### src/rtl/bounce_pkg.sv
// Shared types and constants for the bounce step sequencer.
package bounce_pkg;

    localparam logic [3:0]  VMAX      = 4'd15;
    localparam int unsigned CMD_LEN_W = 4;

    typedef logic [1:0] step_t;

    typedef struct packed {
        step_t                step;
        logic [CMD_LEN_W-1:0] len;
    } cmd_t;

    typedef enum logic {
        IDLE = 1'b0,
        RUN  = 1'b1
    } state_t;

endpackage

### src/rtl/bounce_step_sequencer_core.sv
// Bouncing 4-bit up/down counter: value, direction and end-point dwell.
module bounce_core
    import bounce_pkg::*;
(
    input  logic       clk,
    input  logic       clear_i,
    input  logic       step_en_i,
    input  logic [1:0] step_i,
    output logic [3:0] value_o,
    output logic       dir_down_o,
    output logic       bounce_o,
    output logic       bounce_c
);

    logic [3:0] value_q, value_d;
    logic       dir_down_q, dir_down_d;
    logic       dwell_q, dwell_d;
    logic       bounce_q;
    logic [4:0] sum_c, diff_c;

    // Step rule; 5-bit arithmetic exposes overshoot past either end.
    always_comb begin
        value_d    = value_q;
        dir_down_d = dir_down_q;
        dwell_d    = dwell_q;
        bounce_c   = 1'b0;
        sum_c      = {1'b0, value_q} + {3'b000, step_i};
        diff_c     = {1'b0, value_q} - {3'b000, step_i};
        if (step_en_i && (step_i != 2'd0)) begin
            if (dwell_q) begin
                // Direction already flipped at the end point; this step only pays the dwell.
                dwell_d = 1'b0;
            end else if (!dir_down_q) begin
                if (sum_c < {1'b0, VMAX}) begin
                    value_d = sum_c[3:0];
                end else begin
                    value_d    = VMAX;
                    dir_down_d = 1'b1;
                    dwell_d    = (sum_c == {1'b0, VMAX});
                    bounce_c   = 1'b1;
                end
            end else begin
                if (diff_c[4]) begin
                    value_d    = 4'd0;
                    dir_down_d = 1'b0;
                    bounce_c   = 1'b1;
                end else if (diff_c == 5'd0) begin
                    value_d    = 4'd0;
                    dir_down_d = 1'b0;
                    dwell_d    = 1'b1;
                    bounce_c   = 1'b1;
                end else begin
                    value_d = diff_c[3:0];
                end
            end
        end
    end

    // Counter registers with synchronous clear.
    always_ff @(posedge clk) begin
        if (clear_i) begin
            value_q    <= 4'd0;
            dir_down_q <= 1'b0;
            dwell_q    <= 1'b0;
            bounce_q   <= 1'b0;
        end else begin
            value_q    <= value_d;
            dir_down_q <= dir_down_d;
            dwell_q    <= dwell_d;
            bounce_q   <= bounce_c;
        end
    end

    assign value_o    = value_q;
    assign dir_down_o = dir_down_q;
    assign bounce_o   = bounce_q;

endmodule

### src/rtl/bounce_step_sequencer.sv
// Command FIFO plus IDLE/RUN sequencer that drives the bouncing counter core.
module bounce_step_sequencer #(
    parameter int unsigned DEPTH  = 4,
    parameter int unsigned LEN_W  = 4,
    parameter int unsigned BCNT_W = 8
) (
    input  logic              clk,
    input  logic              rst,
    input  logic              cmd_valid,
    output logic              cmd_ready,
    input  logic [1:0]        cmd_step,
    input  logic [LEN_W-1:0]  cmd_len,
    input  logic              pause,
    input  logic              flush,
    output logic [3:0]        value,
    output logic              dir_down,
    output logic              bounce,
    output logic [BCNT_W-1:0] bounce_cnt,
    output logic              busy,
    output logic              done
);
    import bounce_pkg::*;

    localparam int unsigned PTR_W = $clog2(DEPTH);
    localparam int unsigned CNT_W = PTR_W + 1;

    typedef struct packed {
        step_t            step;
        logic [LEN_W-1:0] len;
    } ent_t;

    ent_t              fifo_q [DEPTH];
    logic [PTR_W-1:0]  wr_ptr_q, rd_ptr_q;
    logic [CNT_W-1:0]  count_q;
    logic              empty_c, full_c, push_c, pop_c;
    ent_t              head_c;

    state_t            state_q, state_d;
    step_t             cur_step_q, cur_step_d;
    logic [LEN_W-1:0]  rem_q, rem_d;
    logic              done_q, done_d;
    logic              step_en_c;
    logic              bounce_c;
    logic [BCNT_W-1:0] bounce_cnt_q;

    assign empty_c   = (count_q == '0);
    assign full_c    = (count_q == CNT_W'(DEPTH));
    assign cmd_ready = !full_c && !flush && !rst;
    assign push_c    = cmd_valid && cmd_ready;
    assign head_c    = fifo_q[rd_ptr_q];

    // Next state: pop on IDLE exit and on retire (back-to-back), freeze on pause.
    always_comb begin
        state_d    = state_q;
        cur_step_d = cur_step_q;
        rem_d      = rem_q;
        done_d     = 1'b0;
        pop_c      = 1'b0;
        step_en_c  = 1'b0;
        if (!flush) begin
            unique case (state_q)
                IDLE: begin
                    if (!empty_c) begin
                        pop_c      = 1'b1;
                        cur_step_d = head_c.step;
                        rem_d      = head_c.len;
                        state_d    = RUN;
                    end
                end
                RUN: begin
                    if (!pause) begin
                        if (rem_q > LEN_W'(1)) begin
                            step_en_c = 1'b1;
                            rem_d     = rem_q - LEN_W'(1);
                        end else begin
                            // rem of 1 takes its last step; rem of 0 retires with no step.
                            step_en_c = (rem_q == LEN_W'(1));
                            done_d    = 1'b1;
                            if (!empty_c) begin
                                pop_c      = 1'b1;
                                cur_step_d = head_c.step;
                                rem_d      = head_c.len;
                            end else begin
                                state_d = IDLE;
                            end
                        end
                    end
                end
                default: state_d = IDLE;
            endcase
        end else begin
            state_d = IDLE;
        end
    end

    // Sequencer registers.
    always_ff @(posedge clk) begin
        if (rst) begin
            state_q      <= IDLE;
            cur_step_q   <= 2'd0;
            rem_q        <= '0;
            done_q       <= 1'b0;
            bounce_cnt_q <= '0;
        end else begin
            state_q    <= state_d;
            cur_step_q <= cur_step_d;
            rem_q      <= rem_d;
            done_q     <= done_d;
            if (bounce_c && (bounce_cnt_q != '1)) begin
                bounce_cnt_q <= bounce_cnt_q + BCNT_W'(1);
            end
        end
    end

    // FIFO pointers and occupancy; flush empties it.
    always_ff @(posedge clk) begin
        if (rst || flush) begin
            wr_ptr_q <= '0;
            rd_ptr_q <= '0;
            count_q  <= '0;
        end else begin
            if (push_c) begin
                wr_ptr_q <= wr_ptr_q + PTR_W'(1);
            end
            if (pop_c) begin
                rd_ptr_q <= rd_ptr_q + PTR_W'(1);
            end
            if (push_c && !pop_c) begin
                count_q <= count_q + CNT_W'(1);
            end else if (!push_c && pop_c) begin
                count_q <= count_q - CNT_W'(1);
            end
        end
    end

    // FIFO storage.
    always_ff @(posedge clk) begin
        if (push_c) begin
            fifo_q[wr_ptr_q] <= '{step: cmd_step, len: cmd_len};
        end
    end

    bounce_core u_core (
        .clk        (clk),
        .clear_i    (rst),
        .step_en_i  (step_en_c),
        .step_i     (cur_step_q),
        .value_o    (value),
        .dir_down_o (dir_down),
        .bounce_o   (bounce),
        .bounce_c   (bounce_c)
    );

    assign bounce_cnt = bounce_cnt_q;
    assign busy       = (state_q == RUN);
    assign done       = done_q;

endmodule

### config.mk
export PLATFORM = sky130hd
export DESIGN_NAME = bounce_step_sequencer
export DESIGN_NICKNAME = d
export VERILOG_FILES = /design/src/rtl/bounce_pkg.sv /design/src/rtl/bounce_step_sequencer_core.sv /design/src/rtl/bounce_step_sequencer.sv
export SDC_FILE = /design/constraint.sdc
export NUM_CORES = 1
export LEC_CHECK = 0
export ABC_AREA = 1
export BUFFER_PORTS_ARGS = -buffer_cell sky130_fd_sc_hd__buf_2
export CORE_MARGIN = 10
export CORE_UTILIZATION = 58
export DETAILED_ROUTE_END_ITERATION = 10
export PLACE_DENSITY = 0.79
export SYNTH_ARGS = -nofsm -noshare
export SYNTH_HDL_FRONTEND = slang
export SYNTH_SLANG_ARGS = --single-unit
### constraint.sdc
create_clock -name clk -period 3.3 [get_ports clk]
set_clock_uncertainty 0.2 [all_clocks]
set_input_delay 0.33 -clock clk [delete_from_list [all_inputs] [get_ports clk]]
set_output_delay 0.33 -clock clk [all_outputs]
set_load 0.1 [all_outputs]
Word-level counts from Yosys, hierarchy flattened
Memory sizes are Yosys's and may differ from the RTL's. A register that Yosys moved wholly into a read port is not among the register bits. Index checks and enable logic that the tools add are counted.

Register bits: 30. RAM bits: 24. Bits of input ports: 11. Output and inout bits: 17. Logic and storage cells: 98. Memories kept: 1.

Add/subtract/negate cells: 8. $lt $le $gt $ge: 2. Equality and inequality tests: 6. Mux-type cells: 44. Bitwise gates (word level): 3. Reduce and logical (&&, ||, !) cells: 22.

Memory list: fifo_q (depth 4, bits a word 6, read ports 1, clocked after Yosys merged registers in 1, write ports 1, RTL line bounce_step_sequencer.sv:32) `ent_t fifo_q [DEPTH];`.

Operators by type and width (number): 2-to-1 mux 4 bit (7); 2-to-1 mux 1 bit (26); 2-to-1 mux 2 bit (5); adder 8 x 1 -> 8 bit, second input constant (1); inequality test 8 bit, second input constant (1); one-hot mux 4 bit (2 select lines) (1); logical AND 1 bit (7); 2-to-1 mux 3 bit (2); adder 4 x 2 -> 5 bit (1); equality test 5 x 4 -> 1 bit, second input constant (1); logical NOT 1 bit (5); logical NOT 5 bit (1); < comparator 5 x 4 -> 1 bit, second input constant (1); subtractor 4 x 2 -> 5 bit (1); adder 2 x 1 -> 2 bit, second input constant (2); equality test 4 x 1 -> 1 bit, second input constant (1); greater-than comparator 4 x 1 -> 1 bit, second input constant (1); inequality test 2 bit, second input constant (2); one-hot mux 1 bit (2 select lines) (2); one-hot mux 2 bit (2 select lines) (1); AND reduction 2 bit (2); nonzero test 2 bit (2); OR reduction 4 bit (1); subtractor 4 x 1 -> 4 bit, second input constant (1); 8 further kinds (10).

Logic depth before layout (Yosys ltp)
Gate-level depths: netlist of run 1.

Word-level depth: 9. Gate-level depth with buffers: 13. Mapped depth without buffers: 13.

Cells and area by module
Synthesis of run 1 repeated with hierarchy kept, for this count alone.

Cells, all modules: 345. Area, all modules: 2954.1 um^2.

Modules (own cells, without submodules): bounce_step_sequencer (times used 1, cells each 254, area each 2284.7 um^2, seq. area each 1221.2 um^2); bounce_core (times used 1, cells each 91, area each 669.4 um^2, seq. area each 140.1 um^2).

Worst setup path after synthesis of run 1
Ideal clock, no wire load.

Path kind: input to register. Start: input port rst. End: register count_q[2]. Setup time: 0.122 ns. Data arrival time: 3.106 ns. Required time: 2.978 ns. Path slack: -0.128 ns. Cell stages on the path: 13. Buffers on the path: 1. Path through: buf_2 -> nor2_1 -> inv_1 -> a21oi_2 -> nand2_1 -> inv_1 -> ha_1 -> inv_1 -> fa_1 -> a21oi_1 -> o21ai_0 -> o21ai_0 -> a21oi_1.

Longest elaborated chain between the ends: 6. Elaborated cells on any way between the ends: 9. Classes of those cells: mux (1); reduce/logical (8).

RTL lines: from (decl) (RTL line bounce_step_sequencer.sv:8) `input logic rst,`; logical NOT 1 bit (*) (RTL line bounce_step_sequencer.sv:48) `assign cmd_ready = !full_c && !flush && !rst;`; logical AND 1 bit (*) (RTL line bounce_step_sequencer.sv:48); net cmd_ready (RTL line bounce_step_sequencer.sv:10) `output logic cmd_ready,`; logical AND 1 bit (*) (RTL line bounce_step_sequencer.sv:49) `assign push_c = cmd_valid && cmd_ready;`; net push_c (RTL line bounce_step_sequencer.sv:35) `logic empty_c, full_c, push_c, pop_c;`; logical NOT 1 bit (RTL line bounce_step_sequencer.sv:130) `end else if (!push_c && pop_c) begin`; logical AND 1 bit (RTL line bounce_step_sequencer.sv:130); nonzero test 2 bit (no line); to (signal assigned) (RTL line bounce_step_sequencer.sv:129) `count_q <= count_q + CNT_W'(1);`; to (signal assigned) (RTL line bounce_step_sequencer.sv:131) `count_q <= count_q - CNT_W'(1);`; to (decl) (RTL line bounce_step_sequencer.sv:34) `logic [CNT_W-1:0] count_q;`.

The timed path passes the listed nets; every way through them passes the cells marked *. A chain may end at the register's enable or synchronous reset.

Worst setup path after layout of run 1
Start: register rem_q[0]. End: register count_q[2].

Longest elaborated chain between the ends: 8. Elaborated cells on any way between the ends: 10. Classes of those cells: order compare (1); mux (5); reduce/logical (4).

RTL lines: from (decl) (RTL line bounce_step_sequencer.sv:40) `logic [LEN_W-1:0] rem_q, rem_d;`; from (signal assigned) (RTL line bounce_step_sequencer.sv:107) `rem_q <= rem_d;`; greater-than comparator 4 x 1 -> 1 bit (*) (RTL line bounce_step_sequencer.sv:72) `if (rem_q > LEN_W'(1)) begin`; 2-to-1 mux 1 bit (*) (RTL line bounce_step_sequencer.sv:72); 2-to-1 mux 1 bit (*) (RTL line bounce_step_sequencer.sv:71) `if (!pause) begin`; one-hot mux 1 bit (2 select lines) (*) (RTL line bounce_step_sequencer.sv:61) `unique case (state_q)`; 2-to-1 mux 1 bit (*) (RTL line bounce_step_sequencer.sv:60) `if (!flush) begin`; logical NOT 1 bit (RTL line bounce_step_sequencer.sv:128) `if (push_c && !pop_c) begin`; logical AND 1 bit (RTL line bounce_step_sequencer.sv:128); 2-to-1 mux 3 bit / nonzero test 2 bit (equally long branches).

Every way passes the cells marked *; elsewhere a longest branch is shown, timed or not.

==> reports/qor_table.md, run 1 <==
| Step | Result | Value |
|:---|:---|:---|
| final layout | Fill cell total of the finished layout | 396 |
| drt | Final wirelength | 5.43 mm |
| drt | Via count | 2243 |
| clock network | Number of buffers inserted during clock tree synthesis | 5 |
| drt | DR vias/cell | 5.44 |
| drt | WL/cell | 13.2 µm |
| die | Num rows | 25 |
| sta | Final max-slew violation count | 0 |
| critical path | Slowest cell delay on critical path | 0.43 ns |
| synth | Mean post-synth cell area | 8.57 µm² |
| synth | Post-synthesis sequential area ratio | 48.6% |
| clock network | Root Buffer | clkbuf_8 |
| clock network | Total clock sinks | 56 |
| die | Chip height | 89.5 µm |
| sta | Post-route clock period utilization | 88.4% |
| critical path | Worst Reg-to-Reg Cells | 12 |
| sta | Count of final hold-check violations | 0 |
| placement | Cell count after placement | 404 |
| sta | Maximum operating frequency | 343 MHz |
| synth | Commonest cells in the synthesized netlist | 68 x nand2_1, 40 x inv_1, 32 x dfxtp_1, 32 x nor2_1, 26 x a21oi_1 |
| flow run | Max-capacitance violation count | 0 |
| critical path | Critical Path End Type | flip-flop |
| synth | Share of flip-flops with an asynchronous set or reset after synthesis | 0% |
| synth | Syn Std Cell Area | 2800 µm² |
| die | Number of I/O pins | 28 |
| critical path | Critical path startpoint | rem_q[0]$_SDFFE_PP0P_ |
| synth | Syn Nets | 353 |
| critical path | Critical path required time | 3.31 ns |
| synth | Most used standard cell by instance count after synthesis | nand2_1 |
| drt | First drt pass iteration count | 4 |
| critical path | R2r endpoint | count_q[2]$_SDFFE_PP0P_ |
| critical path | CP dominant cell by count | o21ai_0 |
| critical path | Arrival time at the worst endpoint | 2.92 ns |
| placement | Final estimated routing congestion in global placement | 0.841 |
| global route | All-layer global routing usage | 14.7% |
| sta | Worst rel slew slack | 62.0% |
| sta | Final setup fails | 0 |
| die | Effective utilization at floorplan | 59.7% |
| critical path | Crit-path slowest cell | dfxtp_1 |
| power | Static Leakage | 1.27 nW |
| final layout | Net count of the finished layout | 383 |
| critical path | Reg2reg start | rem_q[0]$_SDFFE_PP0P_ |
| die | Full die area | 8010 µm² |
| power | Maximum vdd drop | 348 µV |
| drt | Antenna-violating nets left | 0 |
| placement | Total half-perimeter wirelength after legalization and detailed placement | 4.14 mm |
| clock network | Post CTS Setup Buffer Count | 0 |
| synth | Cells after synthesis | 327 |
| die | Core Region | 4690 µm² |
| sta | Worst slew pin tran | 0.568 ns |
| global route | Pin count of the biggest net entering global routing | 19 |
| critical path | Critical path class | flip-flop to flip-flop |
| synth | Commonest register cell after synthesis | dfxtp_1 |
| synth | Number of synthesized flops with an enable pin | 24 |
| global route | Antenna violations before repair | 0 |
| final layout | Fraction of layout cells with a size suffix above 1 | 14.0% |
| sta | Smallest hold slack | 0.0140 ns |
| sta | Final sum of negative setup slack | 0 ns |
| synth | Synthesis-stage register bit count | 56 |
| drt | Number of remaining DRC errors | 0 |
| sta | Unrepaired setup endpoints after global routing | false |
| synth | Most area-hungry cell type in the Yosys netlist | edfxtp_1 |
| synth | Count of distinct cell types in the synthesized netlist | 31 |
| final layout | Final antenna diode count | 0 |
| global route | Vias in the first global route | 2159 |
| clock network | Bufs on Longest Clock Path | 2 |
| drt | Initial drt markers | 160 |
| critical path | Cells along the critical path | inv_1 -> ha_1 -> o21ai_0 -> nand2_1 -> nand3_2 -> ha_1 -> inv_1 -> fa_1 -> a21oi_1 -> o21ai_0 -> o21ai_0 -> a21oi_1 |
| clock network | CTS tree | built |
| critical path | Critical path capture point | count_q[2]$_SDFFE_PP0P_ |
| critical path | Largest fanout on the critical path | 10 |
| sta | Final worst path period need | 2.92 ns |
| synth | Top area cells in the synthesized netlist | edfxtp_1 26%, dfxtp_1 23%, nand2_1 9.1% |
| die | DIE WIDTH | 89.5 µm |
| global route | GRT overflow | 0 |
| clock network | Reg clk slew, reported paths | 0.10 ns |
| final layout | Post-route insts no fill | 412 |
| synth | Area share of the largest cell type after synthesis | 25.7% |
| outcome | Outcome | finished, final reports clean |
| clock network | Number of levels in the clock H-tree | 2 |
| global route | Wire length of the first global-routing pass | 9.35 mm |
| final layout | Post-synthesis to final-layout area growth | 10.3% |
| min path | Type of the worst min-delay path | primary input to flip-flop |
| power | Overall power of the completed layout | 0.00126 W |
| clock network | Worst skew pair latency | 0.32 ns |
| synth | Warnings, synthesis | 0 |
| critical path | CP Launch Type | flip-flop |
| critical path | R2R Setup Slk | 0.38 ns |
| placement | Number of buffers added on ports | 27 |
| power | PD cells | 409 nW/µm² |
[per-stage QoR]
stage	utilization, %	area (µm²)	worst slack (ns)
2_1_floorplan	-	2810	0.230
4_1_cts	65.8	3090	0.303
3_5_place_dp	63.9	3000	0.332
3_3_place_gp	63.9	3000	0.559
6_report	65.9	3090	0.382
5_1_grt	65.9	3090	0.0778
[power by group]
| part | switching [W] | total [W] | internal (W) |
|---|---|---|---|
| logic | 0.0000960 | 0.000142 | 0.0000461 |
| clock network | 0.000226 | 0.000377 | 0.000151 |
| registers | 0.0000124 | 0.000746 | 0.000733 |
[cell usage in the layout, fill, tap and decap left out, types with 2 or more instances in the layout]
cell and instances:
nand3_1 17, dfxtp_1 32, fa_1 3, edfxtp_1 24, o21ai_0 22, nand2_2 5, inv_1 40, buf_2 27
a31oi_1 5, clkbuf_8 5, nand2_1 68, xnor2_1 3, nand3_2 3, a21oi_1 26, a21oi_4 2, xor2_1 6
nand4_1 9, nor2_1 32, ha_1 12, o22ai_1 4
[cells by family (layout without fill, tap and decap cells)]
family | after synthesis | count (layout) | synth area share (%)
simple gates | 140 | 140 | 22.9
buf+inv | 45 | 76 | 6.07
fa+ha+maj | 15 | 15 | 7.50
compound gates | 62 | 62 | 12.2
flops | 56 | 56 | 48.6
xor+xnor | 9 | 9 | 2.81
[flip-flops by register name (all words and copies together), names as in the netlist, named ones only]
| register | flops |
|---|---|
| u_core.dir_down_o | 1 |
| wr_ptr_q | 2 |
| u_core.bounce_o | 1 |
| rd_ptr_q | 2 |
| busy | 1 |
| u_core.dwell_q | 1 |
| rem_q | 4 |
| done | 1 |
| u_core.value_o | 4 |
| count_q | 3 |
| fifo_q | 24 |
| cur_step_q | 2 |
| bounce_cnt | 8 |
[final cells by class]
cell class	instances	area (µm²)	share of cell area (%)
Tap cell	54	67.6	2.19
Multi-Input combinational cell	226	1280	41.5
Clock inverter	3	21.3	0.688
Clock buffer	5	68.8	2.23
Inverter	41	154	4.98
Sequential cell	56	1360	44.0
Timing Repair Buffer	27	135	4.37
[repair_timing]
item,in CTS,in global routing
gates resized for setup,0,1
hold buffers,0,0
endpoints found under the setup margin,0,1
[layer usage]
| metal | track usage (%) | part of all wire, % | vias to the layer above |
|---|---|---|---|
| met3 | 3.92 | 5.1 | 9 |
| met2 | 26.0 | 50 | 47 |
| met1 | 16.5 | 43 | 1036 |
| met5 | 0 | 0 | - |
| met4 | 5.64 | 1.4 | 0 |
| li1 | - | - | 1151 |
[critical path: cells and delay by family, from the launching register on]
family	cells	cell delay [ns]
fa+ha+maj	3	0.78
compound gates	5	0.77
simple gates	2	0.48
flops	1	0.43
buf+inv	2	0.14
[worst min-delay path by stage]
stage	cells after the start	start	endpoint
2_1_floorplan	1	pause	done$_SDFF_PP0_
3_3_place_gp	2	rd_ptr_q[0]$_SDFFE_PP0P_	rd_ptr_q[0]$_SDFFE_PP0P_
3_5_place_dp	2	rd_ptr_q[1]$_SDFFE_PP0P_	rd_ptr_q[1]$_SDFFE_PP0P_
4_1_cts	1	cmd_step[0]	fifo_q[2][4]$_DFFE_PP_
5_1_grt	1	cmd_step[1]	fifo_q[1][5]$_DFFE_PP_
6_report	1	cmd_step[1]	fifo_q[0][5]$_DFFE_PP_
(Power assumes the default switching activity.)
==> run 2, diff against run 1 <==
--- a/config.mk
+++ b/config.mk
@@ -7,10 +7,9 @@
 export LEC_CHECK = 0
 export ABC_AREA = 1
 export BUFFER_PORTS_ARGS = -buffer_cell sky130_fd_sc_hd__buf_2
-export CORE_MARGIN = 10
-export CORE_UTILIZATION = 58
+export CORE_UTILIZATION = 53
 export DETAILED_ROUTE_END_ITERATION = 10
-export PLACE_DENSITY = 0.79
+export PLACE_DENSITY = 0.76
 export SYNTH_ARGS = -nofsm -noshare
 export SYNTH_HDL_FRONTEND = slang
 export SYNTH_SLANG_ARGS = --single-unit
==> constraint.sdc (replaced) <==
create_clock -name clk -period 2.49 [get_ports clk]
set_clock_uncertainty 0.2 [all_clocks]
set_input_delay 0.249 -clock clk [delete_from_list [all_inputs] [get_ports clk]]
set_output_delay 0.249 -clock clk [all_outputs]
set_load 0.1 [all_outputs]
==> reports/qor_table.md, run 2 (synthesis gave the netlist of run 1 again) <==
| Step | Result | Value | Change |
|:---|:---|:---|:---|
| outcome | Outcome | finished, final reports clean | unchanged |
| critical path | Critical path startpoint | pause | was rem_q[0]$_SDFFE_PP0P_ |
| final layout | Post-route insts no fill | 442 | was 412 |
| sta | Final max-slew violation count | 0 | unchanged |
| global route | All-layer global routing usage | 20.8% | was 14.7% |
| global route | Antenna violations before repair | 0 | unchanged |
| critical path | Arrival time at the worst endpoint | 2.35 ns | was 2.92 ns |
| min path | Launch point of the worst hold path | rst | was cmd_step[1] |
| power | Overall power of the completed layout | 0.00169 W | was 0.00126 W |
| clock network | Total clock sinks | 56 | unchanged |
| final layout | Fill cell total of the finished layout | 432 | was 396 |
| sta | Count of final hold-check violations | 0 | unchanged |
| drt | Number of remaining DRC errors | 0 | unchanged |
| clock network | Bufs on Longest Clock Path | 2 | unchanged |
| power | PD cells | 515 nW/µm² | was 409 nW/µm² |
| power | Net switching component of the power | 0.000434 W | was 0.000334 W |
| placement | Number of buffers added on ports | 27 | unchanged |
| clock network | Number of buffers inserted during clock tree synthesis | 5 | unchanged |
| sta | Final setup fails | 0 | unchanged |
| die | Effective utilization at floorplan | 54.9% | was 59.7% |
| drt | Initial drt markers | 54 | was 160 |
| power | Clock power frac | 28.7% | was 29.8% |
| min path | Type of the worst min-delay path | primary input to flip-flop | unchanged |
| global route | Wire length of the first global-routing pass | 8.86 mm | was 9.35 mm |
| global route | GRT overflow | 0 | unchanged |
| drt | WL/cell | 12.1 µm | was 13.2 µm |
| die | DIE WIDTH | 74.7 µm | was 89.5 µm |
| critical path | Critical path required time | 2.50 ns | was 3.31 ns |
| die | Core Region | 5110 µm² | was 4690 µm² |
| final layout | Commonest cells after routing, fill and taps aside | 66 x nand2_1, 37 x inv_1, 31 x nor2_1 | was 68 x nand2_1, 40 x inv_1, 32 x nor2_1, 32 x dfxtp_1, 27 x buf_2 |
| sta | Worst slew pin tran | 0.620 ns | was 0.568 ns |
| drt | DR vias/cell | 5.15 | was 5.44 |
| final layout | Final Util | 64.1% | was 65.9% |
| final layout | Net count of the finished layout | 397 | was 383 |
| flow run | Max-capacitance violation count | 0 | unchanged |
| critical path | Critical Path End Type | flip-flop | unchanged |
| placement | Total half-perimeter wirelength after legalization and detailed placement | 3.89 mm | was 4.14 mm |
| power | Switching portion of total power | 25.8% | was 26.4% |
| critical path | Crit-path slowest cell | dlygate4sd3_1 | was dfxtp_1 |
| global route | Vias in the first global route | 2082 | was 2159 |
| power | Maximum vdd drop | 468 µV | was 348 µV |
| clock network | CTS tree | built | unchanged |
| final layout | Post-synthesis to final-layout area growth | 16.9% | was 10.3% |
| critical path | Reg2reg start | rem_q[0]$_SDFFE_PP0P_ | unchanged |
| placement | Post-place instance area | 3110 µm² | was 3000 µm² |
| global route | Pin count of the biggest net entering global routing | 18 | was 19 |
| final layout | Final antenna diode count | 0 | unchanged |
| clock network | Worst skew pair latency | 0.31 ns | was 0.32 ns |
| drt | First drt pass iteration count | 4 | unchanged |
| die | Number of I/O pins | 28 | unchanged |
| power | Static Leakage | 1.34 nW | was 1.27 nW |
| clock network | Root Buffer | clkbuf_8 | unchanged |
| power | Sequential power share | 58.3% | was 59.0% |
| sta | Worst rel slew slack | 58.5% | was 62.0% |
| critical path | Largest fanout on the critical path | 7 | was 10 |
| placement | Cell count after placement | 427 | was 404 |
| sta | Maximum operating frequency | 426 MHz |  |
| drt | Via count | 2275 | was 2243 |
| clock network | Post CTS Setup Buffer Count | 0 | unchanged |
| critical path | Cells along the critical path | dlygate4sd3_1 -> buf_2 -> nand2_1 -> nand2_2 -> inv_1 -> nand3_1 -> ha_4 -> inv_2 -> fa_2 -> a21oi_1 -> o21ai_1 -> o21ai_1 -> a21oi_1 | was inv_1 -> ha_1 -> o21ai_0 -> nand2_1 -> nand3_2 -> ha_1 -> inv_1 -> fa_1 -> a21oi_1 -> o21ai_0 -> o21ai_0 -> a21oi_1 |
| die | Full die area | 5580 µm² | was 8010 µm² |
| die | Num rows | 26 | was 25 |
| power | Proportion of power drawn by combinational gates | 13.0% | was 11.2% |
| clock network | Number of levels in the clock H-tree | 2 | unchanged |
| drt | Final wirelength | 5.34 mm | was 5.43 mm |
| clock network | Reg clk slew, reported paths | 0.10 ns | about the same |
| critical path | Slowest cell delay on critical path | 0.54 ns | was 0.43 ns |
| die | Chip height | 74.7 µm | was 89.5 µm |
| critical path | CP Launch Type | primary input | was flip-flop |
| sta | Post-route clock period utilization | 94.2% |  |
| power | Cell internal pwr | 0.00125 W | was 0.000930 W |
| sta | Smallest hold slack | 0.0485 ns | was 0.0140 ns |
| placement | Final estimated routing congestion in global placement | 0.805 | was 0.841 |
| final layout | Cell area after layout | 3280 µm² | was 3090 µm² |
| final layout | Flip-flop count of the largest register, all copies and words added | 24 | unchanged |
| drt | Antenna-violating nets left | 0 | unchanged |
| final layout | Fraction of layout cells with a size suffix above 1 | 18.5% | was 14.0% |
| critical path | Critical path class | primary input to flip-flop | was flip-flop to flip-flop |
| final layout | Biggest register | fifo_q | unchanged |
| sta | Final worst path period need | 2.35 ns |  |
| final layout | Most common library cell in the layout ignoring fill and taps | nand2_1 | unchanged |
==> run 2: changes by cell type in the layout (fill, tap and decap cells not counted), sizes merged <==
cell         change
dlygate4sd3      +7
buf              +7
clkbuf           +1
inv              -1
==> run 2: per-stage QoR <==
step                TNS [ns]  worst slack [ns]
floorplan             -0.128           -0.0932
global placement           0             0.193
detailed placement         0            0.0737
CTS                        0            0.0556
global route        -0.00161          -0.00161
finish                     0             0.144
==> run 2: power by group through the flow <==
stage | clock, W | combinational, W | sequential (W)
2_1_floorplan | 0 | 0.000147 | 0.00101
3_3_place_gp | 0 | 0.000201 | 0.00100
3_5_place_dp | 0 | 0.000206 | 0.00100
4_1_cts | 0.000494 | 0.000215 | 0.000983
5_1_grt | 0.000533 | 0.000246 | 0.000987
6_report | 0.000484 | 0.000219 | 0.000984
==> run 2: area by class of cell <==
type / instances / area (µm²) / share of cell area, %
sequential: 56 / 1370 / 41.9
multi-input combinational: 226 / 1320 / 40.1
timing repair buffer: 41 / 258 / 7.87
inverter: 41 / 154 / 4.70
tap: 70 / 87.6 / 2.67
clock buffer: 6 / 72.6 / 2.22
clock inverter: 2 / 16.3 / 0.497
==> run 2: worst paths after layout <==
| check | depth (start not counted) | slack (ns) | end |
|---|---|---|---|
| worst max-delay path | 13 | 0.14 | count_q[2]$_SDFFE_PP0P_ |
| worst min register to register | 2 | 0.27 | rd_ptr_q[1]$_SDFFE_PP0P_ |
| worst min-delay path | 4 | 0.05 | wr_ptr_q[0]$_SDFFE_PP0P_ |
| worst max register to register | 12 | 0.17 | count_q[2]$_SDFFE_PP0P_ |
==> run 2: worst max-delay path, delay by kind of cell <==
| family | cells | cell delay [ns] |
|---|---|---|
| AOI/OAI and AO/OA | 4 | 0.43 |
| adders and majority gates | 2 | 0.50 |
| buffers and inverters | 4 | 0.81 |
| and+or+nand+nor | 3 | 0.35 |
==> run 2: repair_timing <==
item                                   4_1_cts  5_1_grt
endpoints found under the hold margin       25        0
setup endpoints to repair                    0        2
hold buffers                                 7        0
resized for setup                            0        5
==> run 2: layer usage <==
metal  GRT usage [%]  share of wire [%]
met1            25.1                 45
met3            3.61                4.6
met2            37.5                 50
met4            6.92               0.97
met5               0                  0
